**src/rtl/adder_share_ctrl.sv**
```systemverilog
// adder_share_ctrl
// Shares one external ripple-carry adder between two requesters. Requests
// are granted round-robin. Operands and carry-in are registered into the
// adder and held for a fixed settle time. The sum is then captured together
// with the N/Z/C/V flags. The controller keeps one carry flag per requester
// so that ADC and SBC chain independently for each requester.

module adder_share_ctrl #(
  parameter int WIDTH         = 32,
  parameter int SETTLE_CYCLES = 4
) (
  input  logic             clk,
  input  logic             rst,
  input  logic             req0_valid,
  output logic             req0_ready,
  input  logic [1:0]       req0_op,
  input  logic [WIDTH-1:0] req0_a,
  input  logic [WIDTH-1:0] req0_b,
  input  logic             req1_valid,
  output logic             req1_ready,
  input  logic [1:0]       req1_op,
  input  logic [WIDTH-1:0] req1_a,
  input  logic [WIDTH-1:0] req1_b,
  output logic             rsp_valid,
  input  logic             rsp_ready,
  output logic             rsp_id,
  output logic [WIDTH-1:0] rsp_result,
  output logic [3:0]       rsp_flags,
  output logic [WIDTH-1:0] add_a,
  output logic [WIDTH-1:0] add_b,
  output logic             add_cin,
  input  logic [WIDTH-1:0] add_s,
  input  logic             add_cout
);

  localparam int MSB = WIDTH - 1;

  localparam logic [1:0] ST_IDLE   = 2'd0;
  localparam logic [1:0] ST_SETTLE = 2'd1;
  localparam logic [1:0] ST_RESP   = 2'd2;

  localparam logic [1:0] OP_ADD = 2'd0;
  localparam logic [1:0] OP_ADC = 2'd1;
  localparam logic [1:0] OP_SUB = 2'd2;
  localparam logic [1:0] OP_SBC = 2'd3;

  // Counter value at which the adder output has been stable long enough
  localparam logic [3:0] SETTLE_LAST = 4'(SETTLE_CYCLES - 1);

  // Registered state
  logic [1:0]       state_q,      state_d;
  logic [3:0]       cnt_q,        cnt_d;
  logic             last_q,       last_d;
  logic             id_q,         id_d;
  logic [1:0]       cflag_q,      cflag_d;
  logic [WIDTH-1:0] add_a_q,      add_a_d;
  logic [WIDTH-1:0] add_b_q,      add_b_d;
  logic             add_cin_q,    add_cin_d;
  logic             rsp_valid_q,  rsp_valid_d;
  logic             rsp_id_q,     rsp_id_d;
  logic [WIDTH-1:0] rsp_result_q, rsp_result_d;
  logic [3:0]       rsp_flags_q,  rsp_flags_d;

  // Requester ports gathered into arrays indexed by requester id
  logic [1:0]       req_valid;
  logic [1:0]       req_ready;
  logic [1:0]       req_op [2];
  logic [WIDTH-1:0] req_a  [2];
  logic [WIDTH-1:0] req_b  [2];

  assign req_valid = {req1_valid, req0_valid};
  assign req_op[0] = req0_op;
  assign req_op[1] = req1_op;
  assign req_a[0]  = req0_a;
  assign req_a[1]  = req1_a;
  assign req_b[0]  = req0_b;
  assign req_b[1]  = req1_b;

  // Arbitration and operand selection
  logic             grant_id;
  logic [1:0]       sel_op;
  logic [WIDTH-1:0] sel_a;
  logic [WIDTH-1:0] sel_b;
  logic [WIDTH-1:0] sel_b_eff;
  logic             sel_cin;

  // Capture-time flag terms
  logic cap_n;
  logic cap_z;
  logic cap_c;
  logic cap_v;

  // Round-robin: on contention the requester that did not win last time gets the grant
  always_comb begin
    grant_id = 1'b0;
    if (req_valid[0] && req_valid[1]) begin
      grant_id = ~last_q;
    end else if (req_valid[1]) begin
      grant_id = 1'b1;
    end
  end

  // Ready is offered only in IDLE, and only to the granted requester
  genvar gi;
  generate
    for (gi = 0; gi < 2; gi++) begin : g_req
      assign req_ready[gi] = (state_q == ST_IDLE) && req_valid[gi] && (grant_id == 1'(gi));
    end
  endgenerate

  assign req0_ready = req_ready[0];
  assign req1_ready = req_ready[1];

  // Operand B is inverted for subtraction. Carry-in selects add, add-with-carry or the borrow form
  always_comb begin
    sel_op    = req_op[grant_id];
    sel_a     = req_a[grant_id];
    sel_b     = req_b[grant_id];
    sel_b_eff = sel_op[1] ? ~sel_b : sel_b;
    sel_cin   = 1'b0;
    case (sel_op)
      OP_ADD:  sel_cin = 1'b0;
      OP_ADC:  sel_cin = cflag_q[grant_id];
      OP_SUB:  sel_cin = 1'b1;
      OP_SBC:  sel_cin = cflag_q[grant_id];
      default: sel_cin = 1'b0;
    endcase
  end

  // Flags derived from the settled adder output. V compares the operand signs as presented to the adder
  always_comb begin
    cap_n = add_s[MSB];
    cap_z = (add_s == '0);
    cap_c = add_cout;
    cap_v = (add_a_q[MSB] == add_b_q[MSB]) && (add_s[MSB] != add_a_q[MSB]);
  end

  // Sequencing: accept in IDLE, hold operands through SETTLE, present the result in RESP
  always_comb begin
    state_d      = state_q;
    cnt_d        = cnt_q;
    last_d       = last_q;
    id_d         = id_q;
    cflag_d      = cflag_q;
    add_a_d      = add_a_q;
    add_b_d      = add_b_q;
    add_cin_d    = add_cin_q;
    rsp_valid_d  = rsp_valid_q;
    rsp_id_d     = rsp_id_q;
    rsp_result_d = rsp_result_q;
    rsp_flags_d  = rsp_flags_q;

    case (state_q)
      ST_IDLE: begin
        if (|req_valid) begin
          add_a_d   = sel_a;
          add_b_d   = sel_b_eff;
          add_cin_d = sel_cin;
          id_d      = grant_id;
          last_d    = grant_id;
          cnt_d     = 4'd0;
          state_d   = ST_SETTLE;
        end
      end

      ST_SETTLE: begin
        cnt_d = cnt_q + 4'd1;
        if (cnt_q == SETTLE_LAST) begin
          rsp_result_d     = add_s;
          rsp_flags_d      = {cap_n, cap_z, cap_c, cap_v};
          cflag_d[id_q]    = cap_c;
          rsp_id_d         = id_q;
          rsp_valid_d      = 1'b1;
          state_d          = ST_RESP;
        end
      end

      ST_RESP: begin
        if (rsp_ready) begin
          rsp_valid_d = 1'b0;
          state_d     = ST_IDLE;
        end
      end

      default: begin
        state_d = ST_IDLE;
      end
    endcase
  end

  // State registers. Reset drops any operation in flight and restarts arbitration with requester 0
  always_ff @(posedge clk) begin
    if (rst) begin
      state_q      <= ST_IDLE;
      cnt_q        <= 4'd0;
      last_q       <= 1'b1;
      id_q         <= 1'b0;
      cflag_q      <= 2'b00;
      add_a_q      <= '0;
      add_b_q      <= '0;
      add_cin_q    <= 1'b0;
      rsp_valid_q  <= 1'b0;
      rsp_id_q     <= 1'b0;
      rsp_result_q <= '0;
      rsp_flags_q  <= 4'd0;
    end else begin
      state_q      <= state_d;
      cnt_q        <= cnt_d;
      last_q       <= last_d;
      id_q         <= id_d;
      cflag_q      <= cflag_d;
      add_a_q      <= add_a_d;
      add_b_q      <= add_b_d;
      add_cin_q    <= add_cin_d;
      rsp_valid_q  <= rsp_valid_d;
      rsp_id_q     <= rsp_id_d;
      rsp_result_q <= rsp_result_d;
      rsp_flags_q  <= rsp_flags_d;
    end
  end

  assign add_a      = add_a_q;
  assign add_b      = add_b_q;
  assign add_cin    = add_cin_q;
  assign rsp_valid  = rsp_valid_q;
  assign rsp_id     = rsp_id_q;
  assign rsp_result = rsp_result_q;
  assign rsp_flags  = rsp_flags_q;

endmodule
```
**config.mk**
```make
export PLATFORM = sky130hd
export DESIGN_NAME = adder_share_ctrl
export DESIGN_NICKNAME = d
export VERILOG_FILES = /design/src/rtl/adder_share_ctrl.sv
export SDC_FILE = /design/constraint.sdc
export NUM_CORES = 1
export LEC_CHECK = 0
export BUFFER_PORTS_ARGS = -buffer_cell sky130_fd_sc_hd__buf_2
export CAP_MARGIN = 10
export CORE_UTILIZATION = 46
export DETAILED_ROUTE_END_ITERATION = 6
export PLACE_DENSITY_LB_ADDON = 0.15
export SETUP_SLACK_MARGIN = 0.4
export SKIP_CTS_REPAIR_TIMING = 1
export SLEW_MARGIN = 20
export SYNTH_ARGS = -nofsm -noshare
export SYNTH_HDL_FRONTEND = slang
export SYNTH_SLANG_ARGS = --single-unit
export TNS_END_PERCENT = 5
```
**constraint.sdc**
```tcl
create_clock -name clk -period 2.35 [get_ports clk]
set_clock_uncertainty 0.15 [all_clocks]
set_input_delay 0 -clock clk [delete_from_list [all_inputs] [get_ports clk]]
set_output_delay 0 -clock clk [all_outputs]
set_load 0.03 [all_outputs]
```
* Word-level counts from Yosys, hierarchy flattened
Index checks and enable logic that the tools add are counted.
** Storage, ports and cells
- Flip-flop bits (word level) :: 113
- Bits of input ports :: 170
- Output and inout bits :: 105
** Operators by class
- $add $sub $neg :: 1
- $lt $le $gt $ge :: 4
- Equal/unequal tests :: 11
- Muxes and demuxes :: 27
- Bitwise operators :: 4
- Reduce and logical (&&, ||, !) cells :: 19
** Operator list (number)
- 32-bit 2-to-1 mux :: 7
- 32-bit zero test :: 1
- 32-bit NOT :: 1
- 2-bit 2-to-1 mux :: 6
- 4-bit one-hot mux with 2 select lines :: 1
- 1-bit logical AND :: 7
- 1-bit 2-to-1 mux :: 7
- 2-bit equality test, second input constant :: 3
- 2-bit one-hot mux with 3 select lines :: 1
- 2-bit AND reduction :: 3
- 3-bit AND reduction :: 2
- 4-bit by 1-bit adder with 4-bit output, second input constant :: 1
- 2-bit by 1-bit equality test with 1-bit output, second input constant :: 2
- 4-bit by 2-bit equality test with 1-bit output, second input constant :: 1
- 2-bit zero test :: 2
- 1-bit by 2-bit less-than comparator with 1-bit output, second input constant :: 2
- 4-bit 2-to-1 mux :: 1
- 2-bit inequality test, second input constant :: 2
- 2-bit nonzero test :: 2
- 2-bit OR reduction :: 2
- 1-bit one-hot mux with 3 select lines :: 1
- 2-bit bitwise mux :: 1
- 2-bit >= comparator, second input constant :: 1
- 2-bit by 1-bit inequality test with 1-bit output, second input constant :: 1
- 7 further kinds :: 8

* Longest topological paths before layout
- Depth after elaboration :: 9
- Mapped depth :: 6

* Worst setup path after synthesis
Ideal clock, no wire load.
- Path type :: register to register
- Start :: reg cnt_q[0]
- End :: reg cflag_q[0]
- Library setup time :: 128 ps
- Arrival time :: 1401 ps
- Data required time :: 2072 ps
- Slack :: 671 ps
- Stages on the path, launching flop included :: 6
- Buffers on the path :: 0
- Cells stage by stage :: dfxtp_1 > ha_1 > or3b_4 > nor3_1 > mux2i_1 > nor2_1
** On the way
- Cells in the longest elaborated chain, start to end :: 2
** RTL lines
- start: declaration :: RTL line 52 : logic [3:0] cnt_q, cnt_d;
- start signal: assignment :: RTL line 208 : cnt_q <= cnt_d;
- 4-bit by 2-bit equality test with 1-bit output :: RTL line 168 : if (cnt_q == SETTLE_LAST) begin
- 2-bit AND reduction (no source line)
- end signal: assignment :: RTL line 211 : cflag_q <= cflag_d;
- end: declaration :: RTL line 55 : logic [1:0] cflag_q, cflag_d;
Every way passes these cells.
A chain may end at the register's enable or synchronous reset.

* Worst setup path in the final report
- Start :: reg cnt_q[0]
- End :: reg rsp_flags_q[0] (netlist: rsp_flags[0])
** On the way
- Cells in the longest elaborated chain, start to end :: 2
** RTL lines
- 4-bit by 2-bit equality test with 1-bit output :: RTL line 168
- 2-bit AND reduction (no source line)
- end signal: assignment :: RTL line 218 : rsp_flags_q <= rsp_flags_d;
- end: declaration :: RTL line 62 : logic [3:0] rsp_flags_q, rsp_flags_d;
Every way passes these cells.

==> impl_metrics.tcl <==
set metrics [dict create \
    combinationalPowerShare 0.263 \
    timing.reg2reg.setup_slack_ps 470 \
    setup_viol 0 \
    clock_power_share 0.331 \
    port-buffer-count 274 \
    dieArea_mm2 0.0122 \
    drt_wl_total_mm 19.2 \
    drt-initial-drc-count 404 \
    layout.cells.most_common_list "sky130_fd_sc_hd__buf_2, sky130_fd_sc_hd__dlygate4sd3_1, sky130_fd_sc_hd__nand2_1, sky130_fd_sc_hd__dfxtp_1, sky130_fd_sc_hd__a21oi_1" \
    finalCritPeriodShare 0.800 \
    register_clock_pin_slew_on_the_reported_worst_setup_and_hold_paths_ps 70 \
    power.share.switching 0.295 \
    worstPathRequired_ps 2410 \
    r2r_end "rsp_flags[0]" \
    worstSkewPairLatency_ps 340 \
    synth-warning-count 0 \
    total_switching_power_mw 1.53 \
    drcViolationCount 0 \
    final_area_mm2 0.00871 \
    floorplan.initialDensity 0.472 \
    cts_made_buffers 9 \
    grt_start_max_net_pins 98 \
    floorplan.die.width_um 110 \
    critPathKind "flop to flop" \
    worstRegToRegCells 6 \
    gp_congestion 0.870 \
    area_growth_syn_to_layout_pct 61.6 \
    grt_setup_unrepaired "yes" \
    worst_path_largest_cell_delay_ps 380 \
    slowest_stage "sky130_fd_sc_hd__dfxtp_1" \
    power_report.internal_total_mw 3.65 \
    fraction_of_power_consumed_by_sequential_logic 0.406 \
    finalPower_mw 5.17 \
    layout-drive-gt1-share 0.333 \
    most_common_library_cell_in_the_layout_ignoring_fill_and_taps "sky130_fd_sc_hd__buf_2" \
    net_count_of_the_mapped_netlist 800 \
    antenna_violations_before_repair 0 \
    hold_path_end "add_b[8]" \
    tns_ps 0 \
    grt_pass1_wl_mm 22.2 \
    total_via_count_after_detailed_routing 6241 \
    number_of_global_route_vias_before_repair 4731 \
    fin_worst_hold_slack_ps -67.1 \
    grt_use_total 0.234 \
    timing.critical_path.to_type "flop" \
    h-tree-depth 3 \
    f_max_mhz 532 \
    number_of_instances_in_the_synthesized_netlist 629 \
    ir_drop_mv 0.452 \
    floorplan.rows 39 \
    final_period_minus_worst_setup_slack_ps 1880 \
    overflow 0 \
    power.density_mw_per_mm2 594 \
    vias_per_cell 5.28 \
    core_area_mm2 0.0114 \
    cp_cell_sequence "ha_1 -> nor3b_1 -> nand2_1 -> buf_4 -> a211oi_1 -> nor3_1" \
    cp.arrival_ps 1940 \
    holdPathStages 4 \
    worst_hold_path_type "input port to flop" \
    drt.antenna.violating_nets 0 \
    origin_of_the_critical_flop_to_flop_path "cnt_q[0]" \
    netlist_area_mm2 0.00539 \
    crit_path_max_fanout 37 \
    ys_seq_elements 112 \
    outcome "finished with violations" \
    synthesis.area_per_instance_um2 8.57 \
    wl_per_cell_um 16.3 \
    antenna-diode-count 0 \
    max_cap_viol_count 0 \
    leakage_dissipation_nw 3.87 \
    hp-start "req0_b[8]" \
    slew_viol_final 0 \
    post_dp_cell_area_mm2 0.00682 \
    netlist-cell-type-count 37 \
    tritoncts "yes" \
    violations "hold timing" \
    clock_tree.root_cell "sky130_fd_sc_hd__clkbuf_16" \
    cts.path.max_buffers 2 \
    fin_nets 1205 \
    chipHeight_um 110 \
    tightest_slew_ps 608 \
    headroom_to_the_max_slew_limit 0.594 \
    drt_pre_antenna_iters 5 \
    final_hold_viol_count 9 \
    top_level_ports 275 \
    synth_sequential_area_ratio 0.416 \
    dp.final_hpwl_mm 10.9 \
    crit_path_start_kind "flop" \
    clkSinkCount 112 \
]
[cells by family (layout without fill, tap and decap cells)]
| group | Yosys count | in the layout | synth area share |
|---|---|---|---|
| adders and majority gates | 1 | 1 | 0.00232 |
| muxes | 35 | 35 | 0.0652 |
| xor gates and xnor gates | 65 | 65 | 0.106 |
| buffers and inverters | 54 | 463 | 0.0564 |
| and+or+nand+nor | 214 | 214 | 0.166 |
| DFF | 112 | 112 | 0.416 |
| AOI/OAI and AO/OA | 148 | 148 | 0.189 |
[registers in the layout (all words and copies together), names as in the netlist, 2 cells and up]
| register | cells |
|---|---|
| cflag_q | 2 |
| add_a | 32 |
| cnt_q | 4 |
| add_b | 32 |
| rsp_flags | 3 |
| rsp_result | 32 |
| state_q | 2 |
[power groups by stage]
| stage | Sequential [mW] | Combinational (mW) | Clock, mW |
|---|---|---|---|
| finish | 2.10 | 1.36 | 1.71 |
| CTS | 2.09 | 1.12 | 1.75 |
| global route | 2.11 | 1.46 | 1.82 |
| detailed placement | 2.14 | 1.12 | 0 |
| floorplan | 2.37 | 0.503 | 0 |
| global placement | 2.13 | 1.10 | 0 |
[stage by stage]
step                      utilization  worst slack (ps)  instances  hold slack [ps]
after floorplan                     -               671        629            -14.0
after global placement          0.597               487       1008              102
after detailed placement        0.597               422       1008              108
after CTS                       0.626               405       1023             -262
after global routing            0.763               347       1181             1.61
final                           0.763               471       1181            -67.1
[how the worst max path moves through the flow]
stage,from,to,slack (ps),depth (start not counted)
2_1_floorplan,cnt_q[0],cflag_q[0],670,5
4_1_cts,cnt_q[0],rsp_flags[0],400,6
3_3_place_gp,cnt_q[0],rsp_flags[0],490,6
3_5_place_dp,cnt_q[0],rsp_flags[0],420,6
6_report,cnt_q[0],rsp_flags[0],470,6
5_1_grt,cnt_q[0],rsp_flags[0],350,6
[worst max-delay path, delay by kind of cell (launching register included)]
kind / cells / cell delay, ps
adder cells (fa/ha/maj): 1 / 210
flip-flops: 1 / 380
buffers and inverters: 1 / 270
AO/OA/AOI/OAI: 1 / 200
AND/OR/NAND/NOR: 3 / 540
[per-layer routing]
layer	up-vias	part of all wire	global-route usage
met3	93	0.072	0.0482
met2	346	0.50	0.414
met5	-	0	0
met1	2841	0.37	0.277
met4	0	0.052	0.0893
li1	2961	-	-
[area by class of cell]
type                    instances  area [um^2]
repair buffers                448         3100
fillers                       776         2710
well taps                     143          179
flip-flops and latches        112         2240
clock inverters                 6          109
multi-input cells             463         2860
clock buffers                   9          225
[synth_stat cells]
| library cell | instances | area (um^2) |
|---|---|---|
| sky130_fd_sc_hd__nand3_1 | 6 | 30.0 |
| sky130_fd_sc_hd__buf_6 | 6 | 67.6 |
| sky130_fd_sc_hd__nand2_1 | 141 | 529 |
| sky130_fd_sc_hd__nor2_8 | 1 | 20.0 |
| sky130_fd_sc_hd__mux2i_1 | 34 | 340 |
| sky130_fd_sc_hd__clkbuf_1 | 20 | 75.1 |
| sky130_fd_sc_hd__a2bb2oi_1 | 1 | 8.76 |
| sky130_fd_sc_hd__a21boi_1 | 1 | 7.51 |
| sky130_fd_sc_hd__xnor2_1 | 32 | 280 |
| sky130_fd_sc_hd__nand3_2 | 1 | 10.0 |
| sky130_fd_sc_hd__nor2_2 | 1 | 6.26 |
| sky130_fd_sc_hd__or3b_4 | 1 | 11.3 |
| sky130_fd_sc_hd__buf_4 | 9 | 67.6 |
| sky130_fd_sc_hd__or2_0 | 1 | 6.26 |
| sky130_fd_sc_hd__ha_1 | 1 | 12.5 |
| sky130_fd_sc_hd__a21oi_1 | 51 | 255 |
| sky130_fd_sc_hd__mux2_2 | 1 | 11.3 |
| sky130_fd_sc_hd__nand2b_1 | 2 | 12.5 |
| sky130_fd_sc_hd__a211oi_1 | 34 | 255 |
| sky130_fd_sc_hd__o21a_1 | 1 | 7.51 |
| sky130_fd_sc_hd__nand4_1 | 2 | 12.5 |
| sky130_fd_sc_hd__a21oi_2 | 24 | 210 |
| sky130_fd_sc_hd__nor3b_1 | 1 | 7.51 |
| sky130_fd_sc_hd__and2_1 | 2 | 12.5 |
| sky130_fd_sc_hd__nor4_1 | 7 | 43.8 |
| sky130_fd_sc_hd__o211ai_1 | 33 | 248 |
| sky130_fd_sc_hd__o31ai_2 | 1 | 12.5 |
| sky130_fd_sc_hd__nor2_1 | 43 | 161 |
| sky130_fd_sc_hd__nor2b_2 | 1 | 8.76 |
| sky130_fd_sc_hd__dfxtp_1 | 112 | 2240 |
| sky130_fd_sc_hd__buf_1 | 1 | 3.75 |
| sky130_fd_sc_hd__o21ai_1 | 1 | 5.00 |
| sky130_fd_sc_hd__nor3_1 | 3 | 15.0 |
| sky130_fd_sc_hd__buf_2 | 18 | 90.1 |
| sky130_fd_sc_hd__xor2_1 | 33 | 289 |
| sky130_fd_sc_hd__a211o_1 | 1 | 8.76 |
| sky130_fd_sc_hd__nand3b_1 | 1 | 7.51 |
(Power assumes the default switching activity.)
